===== config.mk =====
export PLATFORM = sky130hd
export DESIGN_NAME = instr_fetch
export DESIGN_NICKNAME = d
export VERILOG_FILES = /design/src/rtl/instr_fetch.sv
export SDC_FILE = /design/constraint.sdc
export NUM_CORES = 1
export LEC_CHECK = 0
export BUFFER_PORTS_ARGS = -buffer_cell sky130_fd_sc_hd__buf_2
export CAP_MARGIN = 25
export CORE_ASPECT_RATIO = 0.8
export CORE_UTILIZATION = 25
export DETAILED_ROUTE_END_ITERATION = 8
export REMOVE_ABC_BUFFERS = 1
export SYNTH_ARGS = -nofsm -noshare
export SYNTH_HDL_FRONTEND = slang
export SYNTH_SLANG_ARGS = --single-unit

===== constraint.sdc =====
create_clock -name clk -period 6 [get_ports clk]
set_clock_uncertainty 0.05 [all_clocks]
set_input_delay 0.6 -clock clk [delete_from_list [all_inputs] [get_ports clk]]
set_output_delay 0.6 -clock clk [all_outputs]
set_load 0.01 [all_outputs]

===== src/rtl/instr_fetch.sv =====
// Instruction fetch sequencer: presents a loaded program one word at a time, each held HOLD_CYCLES cycles.
// Define FETCH_LOOP_EN to replay the program continuously until stop or rst instead of a single pass.
module instr_fetch #(
    parameter int INSTR_WIDTH = 20,
    parameter int DEPTH_BITS  = 5,
    parameter int HOLD_CYCLES = 4
) (
    input  logic                   clk,
    input  logic                   rst,
    input  logic                   load_en,
    input  logic [DEPTH_BITS-1:0]  load_addr,
    input  logic [INSTR_WIDTH-1:0] load_instr,
    input  logic [DEPTH_BITS:0]    prog_len,
    input  logic                   start,
    input  logic                   stop,
    output logic [INSTR_WIDTH-1:0] instruction,
    output logic [DEPTH_BITS-1:0]  pc,
    output logic                   instr_strobe,
    output logic                   busy,
    output logic                   done
);

    localparam int DEPTH = 1 << DEPTH_BITS;

    localparam logic [1:0] IDLE = 2'd0;
    localparam logic [1:0] RUN  = 2'd1;
    localparam logic [1:0] DONE = 2'd2;

    localparam logic [3:0]          HOLD_LAST = 4'(HOLD_CYCLES - 1);
    localparam logic [DEPTH_BITS:0] MAX_LEN   = (DEPTH_BITS + 1)'(DEPTH);

    logic [INSTR_WIDTH-1:0] mem [DEPTH];

    logic [1:0]             state;
    logic [3:0]             hold_cnt;
    logic [DEPTH_BITS:0]    len;

    logic                   mem_we;
    logic                   start_ok;
    logic                   last_hold;
    logic                   last_pc;
    logic [DEPTH_BITS-1:0]  next_pc;
    logic [INSTR_WIDTH-1:0] first_word;
    logic [DEPTH_BITS:0]    start_len;

    // Memory is writable only while idle, so a run always sees a frozen program.
    assign mem_we    = (state == IDLE) && load_en;
    assign start_ok  = (state == IDLE) && start && (prog_len != '0);
    assign last_hold = (hold_cnt == HOLD_LAST);
    assign last_pc   = ({1'b0, pc} == (len - 1'b1));
    assign next_pc   = pc + 1'b1;
    assign start_len = (prog_len > MAX_LEN) ? MAX_LEN : prog_len;

    // A write to address 0 on the start edge is forwarded so the run opens with the new word.
    assign first_word = (mem_we && (load_addr == '0)) ? load_instr : mem[0];

    // NOTE: program memory has no reset; contents must survive rst and a reset would block RAM inference.
    always_ff @(posedge clk) begin
        if (mem_we) begin
            mem[load_addr] <= load_instr;
        end
    end

    always_ff @(posedge clk) begin
        if (rst) begin
            state        <= IDLE;
            hold_cnt     <= '0;
            len          <= '0;
            pc           <= '0;
            instruction  <= '0;
            instr_strobe <= 1'b0;
            busy         <= 1'b0;
            done         <= 1'b0;
        end else begin
            case (state)
                IDLE: begin
                    hold_cnt     <= '0;
                    pc           <= '0;
                    instruction  <= '0;
                    instr_strobe <= 1'b0;
                    busy         <= 1'b0;
                    done         <= 1'b0;
                    if (start_ok) begin
                        state        <= RUN;
                        len          <= start_len;
                        instruction  <= first_word;
                        instr_strobe <= 1'b1;
                        busy         <= 1'b1;
                    end
                end

                RUN: begin
                    if (stop) begin
                        state        <= IDLE;
                        hold_cnt     <= '0;
                        pc           <= '0;
                        instruction  <= '0;
                        instr_strobe <= 1'b0;
                        busy         <= 1'b0;
                    end else if (last_hold) begin
                        hold_cnt <= '0;
                        if (last_pc) begin
`ifdef FETCH_LOOP_EN
                            pc           <= '0;
                            instruction  <= mem[0];
                            instr_strobe <= 1'b1;
`else
                            state        <= DONE;
                            pc           <= '0;
                            instruction  <= '0;
                            instr_strobe <= 1'b0;
                            busy         <= 1'b0;
                            done         <= 1'b1;
`endif
                        end else begin
                            pc           <= next_pc;
                            instruction  <= mem[next_pc];
                            instr_strobe <= 1'b1;
                        end
                    end else begin
                        hold_cnt     <= hold_cnt + 1'b1;
                        instr_strobe <= 1'b0;
                    end
                end

                DONE: begin
                    state        <= IDLE;
                    hold_cnt     <= '0;
                    pc           <= '0;
                    instruction  <= '0;
                    instr_strobe <= 1'b0;
                    busy         <= 1'b0;
                    done         <= 1'b0;
                end

                default: begin
                    state        <= IDLE;
                    hold_cnt     <= '0;
                    pc           <= '0;
                    instruction  <= '0;
                    instr_strobe <= 1'b0;
                    busy         <= 1'b0;
                    done         <= 1'b0;
                end
            endcase
        end
    end

endmodule


### Yosys cells after proc, flatten, opt, wreduce, memory -nomap -nowiden

Memories as Yosys holds them, arrays and structs flattened.
Cells that the tools add are included.

* add/sub/neg operators: 3
* bitwise operators: 2
* order comparisons: 1
* reductions and logical operators: 14
* eq/ne operators: 6
* muxes and demuxes: 24

Operators with widths (count)
* 20-bit two-way mux: 5
* 20-bit case mux with 2 select lines: 1
* 1-bit two-way mux: 9
* 2-bit two-way mux: 4
* 5-bit by 6-bit == test with 1-bit output: 1
* 6-bit > comparator, second input constant: 1
* 6-bit two-way mux: 1
* 3-bit != test, second input constant: 2
* 3-bit AND reduction: 2
* 6-bit nonzero test: 1
* 6-bit by 1-bit subtractor with 6-bit output, second input constant: 1
* 5-bit by 1-bit adder with 5-bit output, second input constant: 1
* 5-bit logical NOT: 1
* 5-bit two-way mux: 1
* 4-bit by 1-bit adder with 4-bit output, second input constant: 1
* 4-bit by 2-bit == test with 1-bit output, second input constant: 1
* 1-bit logical AND: 4
* 1-bit case mux with 2 select lines: 2
* 2-bit case mux with 2 select lines: 1
* 2-bit AND reduction: 2
* 4-bit OR reduction: 1
* 3-bit OR reduction: 1
* 2-bit by 1-bit == test with 1-bit output, second input constant: 1
* 2-bit logical NOT: 1
* other kinds (3): 4

* output and inout port bits: 28
* memories: 1
* flip-flop bits (word level): 40
* input bits: 36
* word-level logic and storage cells: 59
* RAM bits: 640

Memories
* mem: words 32, bits a word 20, read ports 2, clocked after memory_dff 0, wr ports 1, line 32 `logic [INSTR_WIDTH-1:0] mem [DEPTH];`

### Logic depth before layout (Yosys ltp)

* depth after elaboration: 6
* gate-level depth with buffers: 9

### Least setup slack after synthesis

Ideal clock, no wire load.

* path type: input-to-reg
* start point: in load_addr[3]
* end point: mem mem[7][0] (enable)
* arrival: 1993 ps
* library setup time: 397 ps
* path slack: 3561 ps
* stages: 2
* required time: 5553 ps
* cell sequence: or3b_2 nor2_1

RTL lines
* start: declaration: line 11 `input logic [DEPTH_BITS-1:0] load_addr,`
* end: declaration: line 32

No word-level cell before the write port.

### Worst setup path after layout

* start point: reg pc[0]
* end point: reg instruction[0]

* word-level cells in the longest chain between the ends: 6

RTL lines
* start: declaration: line 17 `output logic [DEPTH_BITS-1:0] pc,`
* start signal: assignment: line 116 `pc <= next_pc;`
* 5-bit by 1-bit adder with 5-bit output: line 51 `assign next_pc = pc + 1'b1;`
* memory read 32 x 20 bit
* 20-bit two-way mux (*): line 102 `if (last_pc) begin`
* 20-bit two-way mux (*): line 100 `end else if (last_hold) begin`
* 20-bit two-way mux (*): line 93 `if (stop) begin`
* 20-bit case mux with 2 select lines (*): line 75 `case (state)`
* end signal: assignment: line 86 `instruction <= first_word;`
* end signal: assignment: line 117 `instruction <= mem[next_pc];`
* end: declaration: line 16 `output logic [INSTR_WIDTH-1:0] instruction,`

Mark *: on every way between the ends. The rest lies on a longest branch, timed or not. The select of a mux whose other input is x is not followed.
A chain may end at the register's enable or synchronous reset.

==> impl_results.md <==
* Status: finished, final reports clean
* Synthesized area per cell at approximately 20 um2
* Seq/Total Area, Yosys at roughly 75%
* Internal power at just under 8 mW
* Worst-Skew Late Latency at just over 0.6 ns
* Lkg Pwr at 9.503 nW
* Share of cells above drive strength 1 at 27.59%
* IO buf count at between 60 and 70
* EDFF count, synth at 640
* CP endpoint kind: flip-flop
* Hold Vio Cnt, Final at 0
* Cell Count, Final, Fillers Out at ~2,900
* Synth async-reset ratio at 0%
* Vias/cell at between 4 and 5
* Drt wl/cell at between 20 and 25 um
* DR iter-0 viols at 1,221
* Post-CTS setup buffers at 0
* Slew headroom at between 20% and 30%
* Fillers at roughly 10,000
* GRT Residual Overflow at 0
* Bufs and invs on worst path at 1
* Row count at 106
* Max Freq at between 200 and 300 MHz
* CTS clk-pin slew, worst paths at 0.07 ns
* CP max FO at about 70
* Root Buffer: clkbuf_16
* Setup crit start kind: flip-flop
* Post-Synthesis Cells at approximately 1,300
* Final ANT Viol Nets at 0
* Crit path kind: flip-flop to flip-flop
* Die width at 366.9 um
* Minimum clock period at 3.693 ns
* DP Worst Slack at between 2 and 2.5 ns
* Worst Tran Pin Value at roughly 1.1 ns
* Hold depth at 3
* Worst VDD drop at 0.1752 mV
* CTS tree: built
* Crit share post-route at ~62%
* Combinational share of power at under 10%
* Worst hold path class: input pin to flip-flop
* CP max stage delay at between 0.8 and 0.9 ns
* Ys flop type: edfxtp_1
* Cell family with most CP delay: adder cells
* CP required at between 6 and 7 ns
* Final Setup Violations at 0
* Vias at around 13,000
* YS warnings at 0
* Largest net degree at the start of global routing at between 90 and 100
* Register bit total from synthesis at slightly below 700
* TritonCTS Buffers at 66
* Critical Path AT at 4.12 ns
* Starting Density at about a quarter
* Core Region at between 100,000 and 150,000 um2
* Power Density at between 300 and 400 nW/um2
* Util after Layout at 29.52%
* TNS Setup at 0 ns
* Sw frac at approximately a fifth
* Worst r2r path cells at 7
* Post-cts resize count at 0
* Max-slew violations at 0
* DRC Markers at 0
* CP cell instances: ha_4 > buf_12 > mux4_2 > mux2i_1 > o22ai_1 > nor3_2 > o22ai_2
* H-tree depth at 3
* Die ar. at roughly 110,000 um2
* RePlAce Congestion at a little over 0.8
* Global-route wire length before repair at between 90,000 and 100,000 um
* Cell count after placement at between 2,000 and 3,000
* Clk buf depth at 3
* Max-cap violation count at 0
* FF+latch area at around 20,000 um2
* Placed instance area at ~29,000 um2
* Clk pwr share at between 40% and 50%
* Mapped Area at around 27,000 um2
* Overall routing resource usage at between 10% and 20%
* I/O pin total at 64
* Total power draw at between 9 and 10 mW
* Footprint of the multi-input gates at 6469 um2
* Antenna violations before repair at 9
* Worst hold margin at approximately 0.25 ns
* Detailed Route WL at around 65,000 um
* Sink Count at 680
* Synth-to-layout area growth at 16.45%
* Post-CTS Hold Buffers at 0
* Vias in the first global route at approximately 14,000
* Slowest stage cell on the critical path: ha_4
* Die span in y at a little under 300 um
* WP depth at 7
* RSZ-0062 raised after global routing: false
* Setup WS post-layout at approximately 2.3 ns
* Yosys cell types at just under 50
* Hpwl dp at roughly 39,000 um
* Final Cell Area at slightly above 30,000 um2
* Fin nets at between 1,000 and 1,500
* Sw Pwr at between 2 and 2.5 mW
* DRT Pass-1 Iters at 5
* Seq pwr share at a little over half
## registers in the layout, indices dropped and copies added (netlist names)
name	flops
instr_strobe	1
instruction	20
mem	640
state	2
busy	1
hold_cnt	4
pc	5
done	1
len	6
## synth_stat cells (all sizes together) (3+ instances only)
cell	number	area share [%]
a21oi	52	0.98
a2bb2oi	20	0.66
buf	51	1.2
clkbuf	24	0.34
dfxtp	40	3.0
edfxtp	640	72
ha	3	0.14
inv	3	0.042
mux2i	62	2.3
mux4	160	14
nand2	91	1.3
nand2b	5	0.12
nand3	7	0.15
nand3b	3	0.085
nor2	52	0.76
nor3	27	0.56
nor3b	7	0.20
o22ai	41	1.1
or3	3	0.070
xnor2	5	0.19
xor2	5	0.16
## worst min-delay path, cell delays in order
cell and delay, ns:
buf_2 0.13, nand3_1 0.06, a21oi_1 0.05
## power groups by stage
stage / Sequential, mW / Clock [mW] / Combinational (mW)
after floorplan: 5.34 / 0 / 0.0644
after global placement: 5.34 / 0 / 0.199
after detailed placement: 5.34 / 0 / 0.208
after CTS: 5.24 / 4.38 / 0.208
after global routing: 5.24 / 4.54 / 0.226
final: 5.24 / 4.30 / 0.209
## layer usage
layer | track usage [%] | wire, um
met2 | 17.65 | 28860
met4 | 3.323 | 1362
met1 | 16.59 | 28340
met5 | 0 | 64
met3 | 4.490 | 6708
## cells in the final DEF, fill, tap and decap left out, types with 3 or more instances in the layout
cell type,n
edfxtp_1,640
mux4_2,160
nand2_1,90
clkbuf_16,70
buf_2,63
mux2i_1,62
a21oi_1,51
dfxtp_1,39
o22ai_1,37
nor2_4,28
nor3_1,23
nor2_1,20
a2bb2oi_1,20
buf_4,20
clkbuf_1,10
clkinv_1,9
clkinv_2,9
nor3b_1,7
bufinv_16,7
nand3_1,6
nand2b_1,5
inv_6,5
clkinv_4,5
nor2_2,4
nor3_2,4
xor2_1,4
o22ai_2,4
diode_2,3
inv_1,3
or3_1,3
nand3b_1,3
xnor2_1,3
## final timing paths
kind               start              to  slack (ns)
min reg2reg  hold_cnt[0]     hold_cnt[0]        0.41
max                pc[0]  instruction[0]        2.31
min                start          len[5]        0.25
max reg2reg        pc[0]  instruction[0]        2.31
## area by class of cell
cell class	count	area share, %
flip-flops and latches	680	64.58
multi-input cells	568	20.86
clock buffers	80	5.770
well taps	1404	5.665
repair buffers	86	1.667
clock inverters	40	1.400
inverters	3	0.03632
diodes	3	0.02421
## cell families after synthesis
logic type / count (synthesis) / synth area share (%)
fa+ha+maj: 3 / 0.1410
mux: 222 / 15.86
buf+inv: 78 / 1.621
compound gates: 125 / 3.148
xor+xnor: 11 / 0.4417
simple gates: 207 / 3.599
flops: 680 / 75.18
No activity file was read; power rests on OpenSTA's default activity.
